--- src/rtl/adaptive_mu_ctrl_if.sv ---
// Bus between the LMS filter error output and the step-size scheduler.
// The filter side (master) supplies error samples; the scheduler side (slave)
// returns the step shift, window statistics, state and filter reset.
interface adaptive_mu_ctrl_if #(
    parameter int EW = 33
);
    logic signed [EW-1:0] e_in;
    logic                 e_valid;
    logic [7:0]           mu_out;
    logic [EW-1:0]        msa_out;
    logic                 msa_valid;
    logic [1:0]           state_out;
    logic                 converged;
    logic                 div_flag;
    logic                 filt_rst_n;

    modport master (
        output e_in, e_valid,
        input  mu_out, msa_out, msa_valid, state_out, converged, div_flag, filt_rst_n
    );

    modport slave (
        input  e_in, e_valid,
        output mu_out, msa_out, msa_valid, state_out, converged, div_flag, filt_rst_n
    );
endinterface

--- src/rtl/adaptive_mu_ctrl.sv ---
// Step-size scheduler and convergence monitor for the 16-tap LMS filter.
// Averages |e| over fixed windows of accepted samples and steps the filter
// through ACQUIRE (coarse mu) / TRACK (fine mu) / RECOVER (filter held in reset).
module adaptive_mu_ctrl #(
    parameter int EW        = 33,
    parameter int WIN_LOG2  = 8,
    parameter int MU_COARSE = 4,
    parameter int MU_FINE   = 8,
    parameter int THR_CONV  = 64,
    parameter int THR_DIV   = 65536,
    parameter int RST_CYC   = 16
) (
    input  logic              clk,
    input  logic              reset,
    adaptive_mu_ctrl_if.slave bus
);

    localparam int AW = EW + WIN_LOG2;                       // accumulator width, never overflows
    localparam int TW = (RST_CYC > 1) ? $clog2(RST_CYC) : 1; // RECOVER timer width

    typedef enum logic [1:0] {
        ST_ACQUIRE = 2'd0,
        ST_TRACK   = 2'd1,
        ST_RECOVER = 2'd2
    } state_t;

    localparam logic [EW-1:0]       THR_CONV_V = EW'(THR_CONV);
    localparam logic [EW-1:0]       THR_LOST_V = EW'(4 * THR_CONV);
    localparam logic [EW-1:0]       THR_DIV_V  = EW'(THR_DIV);
    localparam logic [WIN_LOG2-1:0] CNT_LAST   = {WIN_LOG2{1'b1}};
    localparam logic [TW-1:0]       TMR_LAST   = TW'(RST_CYC - 1);
    localparam logic [7:0]          MU_C_V     = 8'(MU_COARSE);
    localparam logic [7:0]          MU_F_V     = 8'(MU_FINE);

    // Two's-complement magnitude; the most-negative code maps to 2^(EW-1),
    // which still fits in EW unsigned bits.
    function automatic logic [EW-1:0] abs_f(input logic [EW-1:0] v);
        logic [EW-1:0] r;
        if (v[EW-1]) begin
            r = (~v) + {{(EW-1){1'b0}}, 1'b1};
        end else begin
            r = v;
        end
        return r;
    endfunction

    // State and datapath registers
    state_t              state_r;
    logic                good_r;      // one good window already seen in ACQUIRE
    logic [AW-1:0]       acc_r;
    logic [WIN_LOG2-1:0] cnt_r;
    logic [TW-1:0]       tmr_r;

    // Registered outputs
    logic [7:0]          mu_r;
    logic [EW-1:0]       msa_r;
    logic                msa_valid_r;
    logic                conv_r;
    logic                div_r;
    logic                frst_r;

    // Combinational helpers
    state_t              state_nx_s;
    logic                good_nx_s;
    logic [EW-1:0]       abs_s;
    logic [AW-1:0]       sum_s;
    logic [EW-1:0]       mean_s;
    logic                accept_s;
    logic                close_s;
    logic                div_s;
    logic                good_win_s;
    logic                lost_s;
    logic                tmr_done_s;
    logic [7:0]          mu_nx_s;
    logic                conv_nx_s;
    logic                frst_nx_s;

    assign abs_s      = abs_f(bus.e_in);
    assign sum_s      = acc_r + AW'(abs_s);
    assign mean_s     = EW'(sum_s >> WIN_LOG2);
    assign accept_s   = bus.e_valid && (state_r != ST_RECOVER);
    assign close_s    = accept_s && (cnt_r == CNT_LAST);
    assign div_s      = (mean_s > THR_DIV_V);
    assign good_win_s = (mean_s < THR_CONV_V);
    assign lost_s     = (mean_s >= THR_LOST_V);
    assign tmr_done_s = (tmr_r == TMR_LAST);

    // FSM state register and consecutive-good tracker
    always_ff @(posedge clk) begin
        if (reset) begin
            state_r <= ST_ACQUIRE;
            good_r  <= 1'b0;
        end else begin
            state_r <= state_nx_s;
            good_r  <= good_nx_s;
        end
    end

    // FSM next-state: decisions only at window close (or RECOVER timeout)
    always_comb begin
        state_nx_s = state_r;
        good_nx_s  = good_r;
        case (state_r)
            ST_ACQUIRE: begin
                if (close_s) begin
                    if (div_s) begin
                        state_nx_s = ST_RECOVER;
                        good_nx_s  = 1'b0;
                    end else if (good_win_s) begin
                        if (good_r) begin
                            state_nx_s = ST_TRACK;
                            good_nx_s  = 1'b0;
                        end else begin
                            state_nx_s = ST_ACQUIRE;
                            good_nx_s  = 1'b1;
                        end
                    end else begin
                        state_nx_s = ST_ACQUIRE;
                        good_nx_s  = 1'b0;
                    end
                end else begin
                    state_nx_s = ST_ACQUIRE;
                    good_nx_s  = good_r;
                end
            end
            ST_TRACK: begin
                if (close_s) begin
                    if (div_s) begin
                        state_nx_s = ST_RECOVER;
                        good_nx_s  = 1'b0;
                    end else if (lost_s) begin
                        state_nx_s = ST_ACQUIRE;
                        good_nx_s  = 1'b0;
                    end else begin
                        state_nx_s = ST_TRACK;
                        good_nx_s  = 1'b0;
                    end
                end else begin
                    state_nx_s = ST_TRACK;
                    good_nx_s  = good_r;
                end
            end
            ST_RECOVER: begin
                good_nx_s = 1'b0;
                if (tmr_done_s) begin
                    state_nx_s = ST_ACQUIRE;
                end else begin
                    state_nx_s = ST_RECOVER;
                end
            end
            default: begin
                state_nx_s = ST_ACQUIRE;
                good_nx_s  = 1'b0;
            end
        endcase
    end

    // FSM outputs derived from the next state so they register alongside it
    always_comb begin
        mu_nx_s   = MU_C_V;
        conv_nx_s = 1'b0;
        frst_nx_s = 1'b1;
        case (state_nx_s)
            ST_ACQUIRE: begin
                mu_nx_s   = MU_C_V;
                conv_nx_s = 1'b0;
                frst_nx_s = 1'b1;
            end
            ST_TRACK: begin
                mu_nx_s   = MU_F_V;
                conv_nx_s = 1'b1;
                frst_nx_s = 1'b1;
            end
            ST_RECOVER: begin
                mu_nx_s   = MU_C_V;
                conv_nx_s = 1'b0;
                frst_nx_s = 1'b0;
            end
            default: begin
                mu_nx_s   = MU_C_V;
                conv_nx_s = 1'b0;
                frst_nx_s = 1'b1;
            end
        endcase
    end

    // Window accumulator/counter and RECOVER timer; RECOVER holds the window at zero
    always_ff @(posedge clk) begin
        if (reset) begin
            acc_r <= {AW{1'b0}};
            cnt_r <= {WIN_LOG2{1'b0}};
            tmr_r <= {TW{1'b0}};
        end else if (state_r == ST_RECOVER) begin
            acc_r <= {AW{1'b0}};
            cnt_r <= {WIN_LOG2{1'b0}};
            if (tmr_done_s) begin
                tmr_r <= {TW{1'b0}};
            end else begin
                tmr_r <= tmr_r + {{(TW-1){1'b0}}, 1'b1};
            end
        end else begin
            tmr_r <= {TW{1'b0}};
            if (close_s) begin
                acc_r <= {AW{1'b0}};
                cnt_r <= {WIN_LOG2{1'b0}};
            end else if (accept_s) begin
                acc_r <= sum_s;
                cnt_r <= cnt_r + {{(WIN_LOG2-1){1'b0}}, 1'b1};
            end else begin
                acc_r <= acc_r;
                cnt_r <= cnt_r;
            end
        end
    end

    // Output registers: window mean, pulse, mode outputs and sticky divergence flag
    always_ff @(posedge clk) begin
        if (reset) begin
            mu_r        <= MU_C_V;
            msa_r       <= {EW{1'b0}};
            msa_valid_r <= 1'b0;
            conv_r      <= 1'b0;
            div_r       <= 1'b0;
            frst_r      <= 1'b1;
        end else begin
            mu_r        <= mu_nx_s;
            conv_r      <= conv_nx_s;
            frst_r      <= frst_nx_s;
            msa_valid_r <= close_s;
            if (close_s) begin
                msa_r <= mean_s;
            end else begin
                msa_r <= msa_r;
            end
            div_r <= div_r | ((state_nx_s == ST_RECOVER) && (state_r != ST_RECOVER));
        end
    end

    assign bus.mu_out     = mu_r;
    assign bus.msa_out    = msa_r;
    assign bus.msa_valid  = msa_valid_r;
    assign bus.state_out  = state_r;
    assign bus.converged  = conv_r;
    assign bus.div_flag   = div_r;
    assign bus.filt_rst_n = frst_r;

endmodule

--- src/flat_wrapper.sv ---
// flat-port wrapper written by rule: the top's interface ports become plain ports
module adaptive_mu_ctrl_flat 
#(
    parameter int EW        = 33,
    parameter int WIN_LOG2  = 8,
    parameter int MU_COARSE = 4,
    parameter int MU_FINE   = 8,
    parameter int THR_CONV  = 64,
    parameter int THR_DIV   = 65536,
    parameter int RST_CYC   = 16
)
  (clk, reset, bus_e_in, bus_e_valid, bus_mu_out, bus_msa_out, bus_msa_valid, bus_state_out, bus_converged, bus_div_flag, bus_filt_rst_n);
  adaptive_mu_ctrl_if #(.EW(EW)) bus_i ();
  input  logic clk;
  input  logic reset;
  input wire logic [$bits(bus_i.e_in)-1:0] bus_e_in;
  input wire logic [$bits(bus_i.e_valid)-1:0] bus_e_valid;
  output wire logic [$bits(bus_i.mu_out)-1:0] bus_mu_out;
  output wire logic [$bits(bus_i.msa_out)-1:0] bus_msa_out;
  output wire logic [$bits(bus_i.msa_valid)-1:0] bus_msa_valid;
  output wire logic [$bits(bus_i.state_out)-1:0] bus_state_out;
  output wire logic [$bits(bus_i.converged)-1:0] bus_converged;
  output wire logic [$bits(bus_i.div_flag)-1:0] bus_div_flag;
  output wire logic [$bits(bus_i.filt_rst_n)-1:0] bus_filt_rst_n;
  assign bus_i.e_in = bus_e_in;
  assign bus_i.e_valid = bus_e_valid;
  assign bus_mu_out = bus_i.mu_out;
  assign bus_msa_out = bus_i.msa_out;
  assign bus_msa_valid = bus_i.msa_valid;
  assign bus_state_out = bus_i.state_out;
  assign bus_converged = bus_i.converged;
  assign bus_div_flag = bus_i.div_flag;
  assign bus_filt_rst_n = bus_i.filt_rst_n;
  adaptive_mu_ctrl #(.EW(EW), .WIN_LOG2(WIN_LOG2), .MU_COARSE(MU_COARSE), .MU_FINE(MU_FINE), .THR_CONV(THR_CONV), .THR_DIV(THR_DIV), .RST_CYC(RST_CYC)) u_core (.clk(clk), .reset(reset), .bus(bus_i));
endmodule
--- config.mk ---
export PLATFORM = sky130hd
export DESIGN_NAME = adaptive_mu_ctrl_flat
export DESIGN_NICKNAME = d
export VERILOG_FILES = /design/src/rtl/adaptive_mu_ctrl_if.sv /design/src/rtl/adaptive_mu_ctrl.sv /design/src/flat_wrapper.sv
export SDC_FILE = /design/constraint.sdc
export NUM_CORES = 1
export LEC_CHECK = 0
export CAP_MARGIN = 20
export CELL_PAD_IN_SITES_DETAIL_PLACEMENT = 0
export CELL_PAD_IN_SITES_GLOBAL_PLACEMENT = 1
export CORE_ASPECT_RATIO = 0.7
export CORE_UTILIZATION = 38
export DETAILED_ROUTE_END_ITERATION = 6
export PLACE_DENSITY_LB_ADDON = 0.1
export REMOVE_ABC_BUFFERS = 1
export SLEW_MARGIN = 40
export SYNTH_ARGS = -nofsm -noshare
export SYNTH_HDL_FRONTEND = slang
export SYNTH_SLANG_ARGS = --single-unit
export TNS_END_PERCENT = 30
--- constraint.sdc ---
create_clock -name clk -period 6.5 [get_ports clk]
set_input_delay 1.3 -clock clk [delete_from_list [all_inputs] [get_ports clk]]
set_output_delay 1.3 -clock clk [all_outputs]
set_load 0.01 [all_outputs]
* After elaboration in Yosys (flattened, before gate mapping) *
Index checks and enable logic that the tools add are counted.

word-level totals
  memories = 0
  output and inout port bits = 47
  latch bits = 0
  input port bits = 36
  register bits after elaboration = 101
  memory bits (writable) = 0
  ROM bits = 0
  logic and storage cells = 56

operators by class
  div/mod/pow operators = 0
  order comparisons = 3
  $add $sub $neg = 4
  shift-type cells = 0
  reductions and logical operators = 7
  muxes and demuxes = 19
  $mul = 0
  bitwise operators = 3
  eq/ne operators = 9

operators with widths
  kind                     count
  $add A41 B33 Y41         1
  $add A33 B1 Y33 const B  1
  $ge A33 B9 Y1 const B    1
  $gt A33 B17 Y1 const B   1
  $lt A33 B7 Y1 const B    1
  $mux W33                 1
  $not A33 Y33             1
  $mux W1                  10
  $mux W2                  5
  $add A8 B1 Y8 const B    1
  $eq A8 B8 Y1 const B     1
  $pmux W2 S3              1
  $reduce_or A3 Y1         2
  $add A4 B1 Y4 const B    1
  $eq A2 B1 Y1 const B     2
  $eq A2 B2 Y1 const B     2
  $eq A4 B4 Y1 const B     1
  $mux W4                  1
  $ne A2 B1 Y1 const B     2
  $logic_and A1 B1 Y1      3
  $logic_not A2 Y1         1
  $ne A2 B2 Y1 const B     1
  $pmux W1 S2              1
  $reduce_and A2 Y1        1
  2 further kinds          2

* Longest topological paths before layout *
  depth in word-level cells = 12
  depth in mapped cells = 23
  gate-level depth less buffers = 20

* Worst setup path after synthesis *
Ideal clock, no wire load.

  path kind = input-to-reg
  start point = input bus_e_in[6]
  end point = register u_core.mu_r[2] (netlist: u_core.bus.mu_out[2])
  cell stages on the path = 21
  path buffers = 3
  arrival time = 6.630 ns
  setup slack = -0.255 ns
  data required time = 6.376 ns
  setup time = 0.124 ns
  path through = or4_1 -> or4_1 -> or4_1 -> clkbuf_1 -> nand2b_1 -> or3_1 -> o31ai_1 -> xnor2_1 -> ha_1 -> clkbuf_1 -> nand3_1 -> or3_1 -> nor2_1 -> o21ai_1 -> nand3_1 -> and3_1 -> clkbuf_1 -> mux2i_1 -> nand4_1 -> or4_4 -> a2111o_1

between the ends
  word-level cells in the longest chain between the ends = 11
  elaborated cells on any way between the ends = 16
  classes of those cells = 2 x add/sub; 3 x order compare; 1 x eq/ne; 9 x mux; 1 x bitwise

ends and longest elaborated chain
  what                                                   RTL line                                          text
  start: declaration                                     flat_wrapper.sv:16                                input wire logic [$bits(bus_i.e_in)-1:0] bus_e_in;
  $not A33 Y33                                           adaptive_mu_ctrl.sv:40                            r = (~v) + {{(EW-1){1'b0}}, 1'b1};
  $add A33 B1 Y33                                        adaptive_mu_ctrl.sv:40
  $mux W33 (*)                                           adaptive_mu_ctrl.sv:39                            if (v[EW-1]) begin
  $add A41 B33 Y41 (*)                                   adaptive_mu_ctrl.sv:79                            assign sum_s = acc_r + AW'(abs_s);
  $ge A33 B9 Y1 / $lt A33 B7 Y1 (equally long branches)  adaptive_mu_ctrl.sv:85, adaptive_mu_ctrl.sv:84
  $mux W1 (on tied branches)                             adaptive_mu_ctrl.sv:131, adaptive_mu_ctrl.sv:109
  $mux W2 (on tied branches)                             adaptive_mu_ctrl.sv:128, adaptive_mu_ctrl.sv:106
  $mux W2 (on tied branches)                             adaptive_mu_ctrl.sv:127, adaptive_mu_ctrl.sv:105
  $pmux W2 S3 (*)                                        adaptive_mu_ctrl.sv:103                           case (state_r)
  $eq A2 B1 Y1 (*)                                       adaptive_mu_ctrl.sv:163                           case (state_nx_s)
  $mux W4 (*)                                            adaptive_mu_ctrl.sv:163
  end signal: assignment                                 adaptive_mu_ctrl.sv:226                           mu_r <= mu_nx_s;
  end: declaration                                       adaptive_mu_ctrl.sv:55                            logic [7:0] mu_r;

Every way passes the cells marked *; elsewhere a longest branch is shown, timed or not.
A chain may end at the register's enable or synchronous reset.

* Worst setup path after layout *
  start point = input bus_e_in[5]
  end point = register u_core.mu_r[2] (netlist: u_core.bus.mu_out[2])

The elaborated chain is that of the path after synthesis.

==> results.txt <==
hold crit path type -> reg2reg
CTS tree -> yes
clk_skew -> 13.0 ps
Setup-failing EPs final -> 0
Worst-Margin Slew -> 726 ps
predominant post-synthesis flop cell -> dfxtp_1
Critical Path Sink Type -> register
CTS Buf Count -> 9
Die Wd -> 158 µm
first drt pass iteration count -> 5
first-pass GRT wire length -> 37300 µm
hold buffer count at CTS -> 0
area of the multi-input gates -> 4760 µm²
PD cells -> 248 nW/µm²
Clock Sink Count -> 94
Synth top area share -> 29.2%
Total GRT Usage -> 28.2%
register area -> 1880 µm²
Final Util -> 58.5%
final hold violations -> 0
Placed Area -> 8650 µm²
Via density -> 5.51
synth unique cells -> 72
GRT overflow -> 0
Clock Tree Root -> clkbuf_16
antenna violations before repair -> 1
Buffers on Ports -> 76
nets -> 1133
Slowest cell on crit path -> or4_4
crit path from -> bus_e_in[5]
vias in the first global route -> 6596
Worst Setup Path Type -> in2reg
#FFs+latches synth -> 94
die area -> 17500 µm²
GPL Wtd Cong -> 0.983
CP dominant cell by count -> or4_4
CP max FO -> 6
final WL -> 24500 µm
Initial Util -> 39.1%
wire per inst -> 18.9 µm
Syn Inst Count -> 817
DR iter-0 viols -> 523
sequential fraction of the synthesis area -> 29.2%
number of flops mapped to enable cells by yosys -> 0
Final min period -> 6470 ps
Slew HR -> 51.3%
HP Start -> u_core.tmr_r[0]
CP arrival -> 6710 ps
worst path cell trace -> buf_6, or4_4, buf_6, or4_4, or4_4, nand2b_4, or3_4, o21ai_2, xnor2_1, ha_1, a21o_1, o21bai_4, or4_1, o32a_1, a22oi_2, o2111a_1, nand4_1, or4_4, a2111o_1
antenna viol nets, final -> 0
Vias -> 7118
num rows -> 39
status -> finished, final reports clean
Bufs on Longest Clock Path -> 2
CP max stage delay -> 550 ps
maximum vdd drop -> 0.164 mV
Avg Cell Area, Syn -> 7.88 µm²
Critical Path Start Type -> primary input
critical path required time -> 6740 ps
# IOs -> 83
leakage -> 3.75 nW
max cap viols -> 0
Die Ht -> 111 µm
Core Region -> 16400 µm²
area delta synth->final -> 49.4%
origin of the critical flop-to-flop path -> u_core.acc_r[11]
clock slew seen by the registers of the worst setup and hold paths -> 70 ps
pin count of the biggest net entering global routing -> 43
proportion of synthesized flip-flops having asynchronous set or reset -> 0%
# DRC -> 0
FMAX -> 154 MHz
layout cells sized above 1 -> 32.0%
Post-Syn Area -> 6440 µm²
RSZ-0062 raised after global routing -> true
fillers -> 1507
Design Area, Final -> 9620 µm²
area leader, netlist -> dfxtp_1
Pins Over Slew Limit -> 0
Synth area leaders -> dfxtp_1, a21oi_1, xnor2_1
YS warnings -> 0
H-tree Lvls -> 3
Final period util -> 99.6%
Hold Worst Slack -> 453 ps
Clock Latency Late Sink -> 360 ps
DP Wirelength -> 18200 µm
-- cell usage after synthesis (3+ instances only) --
master	count
a31oi_1	3
inv_1	10
a211oi_1	17
a21oi_2	3
o31a_1	3
o21a_1	10
a21o_1	6
o221a_2	19
and2_1	6
xnor2_1	52
dfxtp_1	94
nand3_1	19
a21oi_1	91
nand2_1	98
buf_2	12
buf_4	8
nor4_1	3
nand4b_1	4
xor2_1	17
or3_1	13
o221ai_1	3
clkbuf_1	39
o31ai_1	8
ha_1	36
or4_1	8
nand4_1	22
o41ai_1	5
nand2b_1	6
o21ai_0	52
o21ai_1	5
o211ai_1	5
nor3_1	11
and3_1	5
nor2b_1	3
nor2_1	70
a22o_1	3
a311oi_1	3
-- what timing repair did --
action	in CTS	in global routing
pin swaps	48	20
gates cloned	0	0
setup buffers	15	6
endpoints found under the setup margin	7	7
hold endpoints to repair	0	0
resized for setup	72	49
-- logic make-up after synthesis --
kind of cell,count (synthesis),synth area share [%]
AND/OR/NAND/NOR,284,21.5
AO/OA/AOI/OAI,261,27.5
flip-flops,94,29.2
XOR/XNOR,69,9.39
buffers and inverters,69,4.72
adder cells (fa/ha/maj),37,7.31
multiplexers,2,0.311
other,1,0.0583
-- state kept, by name (all words and copies together) (netlist names), 2 cells and up --
| signal | flops |
|---|---|
| u_core.acc_r | 41 |
| u_core.bus.mu_out | 2 |
| u_core.tmr_r | 4 |
| u_core.bus.state_out | 2 |
| u_core.cnt_r | 8 |
| u_core.bus.msa_out | 33 |
-- layer usage --
metal | track usage, % | routed length, µm
met5 | 0 | 0
met4 | 4.27 | 174
met3 | 6.18 | 2070
met2 | 35.8 | 9210
met1 | 46.8 | 13000
-- power breakdown --
| part | internal (mW) | total [mW] | switching, mW |
|---|---|---|---|
| logic | 0.565 | 1.18 | 0.611 |
| clock network | 0.311 | 0.561 | 0.250 |
| registers | 0.610 | 0.648 | 0.0388 |
| total | 1.49 | 2.39 | 0.900 |
-- layout make-up --
type,count,share of cell area (%)
multi-input combinational,659,49.5
timing repair buffer,286,24.4
sequential,94,19.6
tap,225,2.93
clock buffer,10,2.49
clock inverter,6,0.703
inverter,10,0.390
antenna,1,0.0260
-- critical path: cells and delay by family --
kind,cells,cell delay [ps]
and+or+nand+nor,8,3190
xor gates and xnor gates,1,80
adders and majority gates,1,350
buffers and inverters,2,230
AOI/OAI and AO/OA,7,1540
-- final timing paths --
path / to / slack, ps / depth (start not counted)
hold reg to reg: u_core.tmr_r[0] / 450 / 1
hold / removal: u_core.tmr_r[0] / 450 / 1
setup reg to reg: u_core.bus.mu_out[2] / 2670 / 12
setup / recovery: u_core.bus.mu_out[2] / 30 / 19
-- metrics by stage --
stage | setup slack [ps] | std cells | total power [mW] | setup TNS [ps]
6_report | 25.7 | 1291 | 2.39 | 0
5_1_grt | -146 | 1290 | 2.51 | -372
4_1_cts | 19.0 | 1284 | 2.32 | 0
3_5_place_dp | -1070 | 1253 | 1.69 | -7090
3_3_place_gp | -1020 | 1253 | 1.69 | -6430
2_1_floorplan | -127 | 763 | 1.14 | -204
-- cell usage in the layout, fill, tap and decap left out, types with 4 or more instances in the layout --
| cell | n |
|---|---|
| a211oi_1 | 16 |
| a21o_1 | 6 |
| a21oi_1 | 81 |
| a21oi_2 | 12 |
| and2_1 | 6 |
| and3_1 | 5 |
| buf_4 | 206 |
| buf_6 | 6 |
| clkbuf_16 | 9 |
| clkdlybuf4s50_1 | 70 |
| conb_1 | 6 |
| dfxtp_1 | 94 |
| ha_1 | 28 |
| ha_2 | 4 |
| ha_4 | 4 |
| inv_1 | 9 |
| nand2_1 | 95 |
| nand3_1 | 17 |
| nand4_1 | 22 |
| nand4b_1 | 4 |
| nor2_1 | 66 |
| nor3_1 | 5 |
| nor3_2 | 8 |
| o211ai_1 | 5 |
| o21a_1 | 10 |
| o21ai_0 | 45 |
| o21ai_1 | 8 |
| o221a_2 | 19 |
| o31ai_2 | 4 |
| or3_1 | 8 |
| or3_4 | 5 |
| or4_4 | 6 |
| xnor2_1 | 46 |
| xnor2_2 | 6 |
| xor2_1 | 16 |
(Power assumes the default switching activity.)
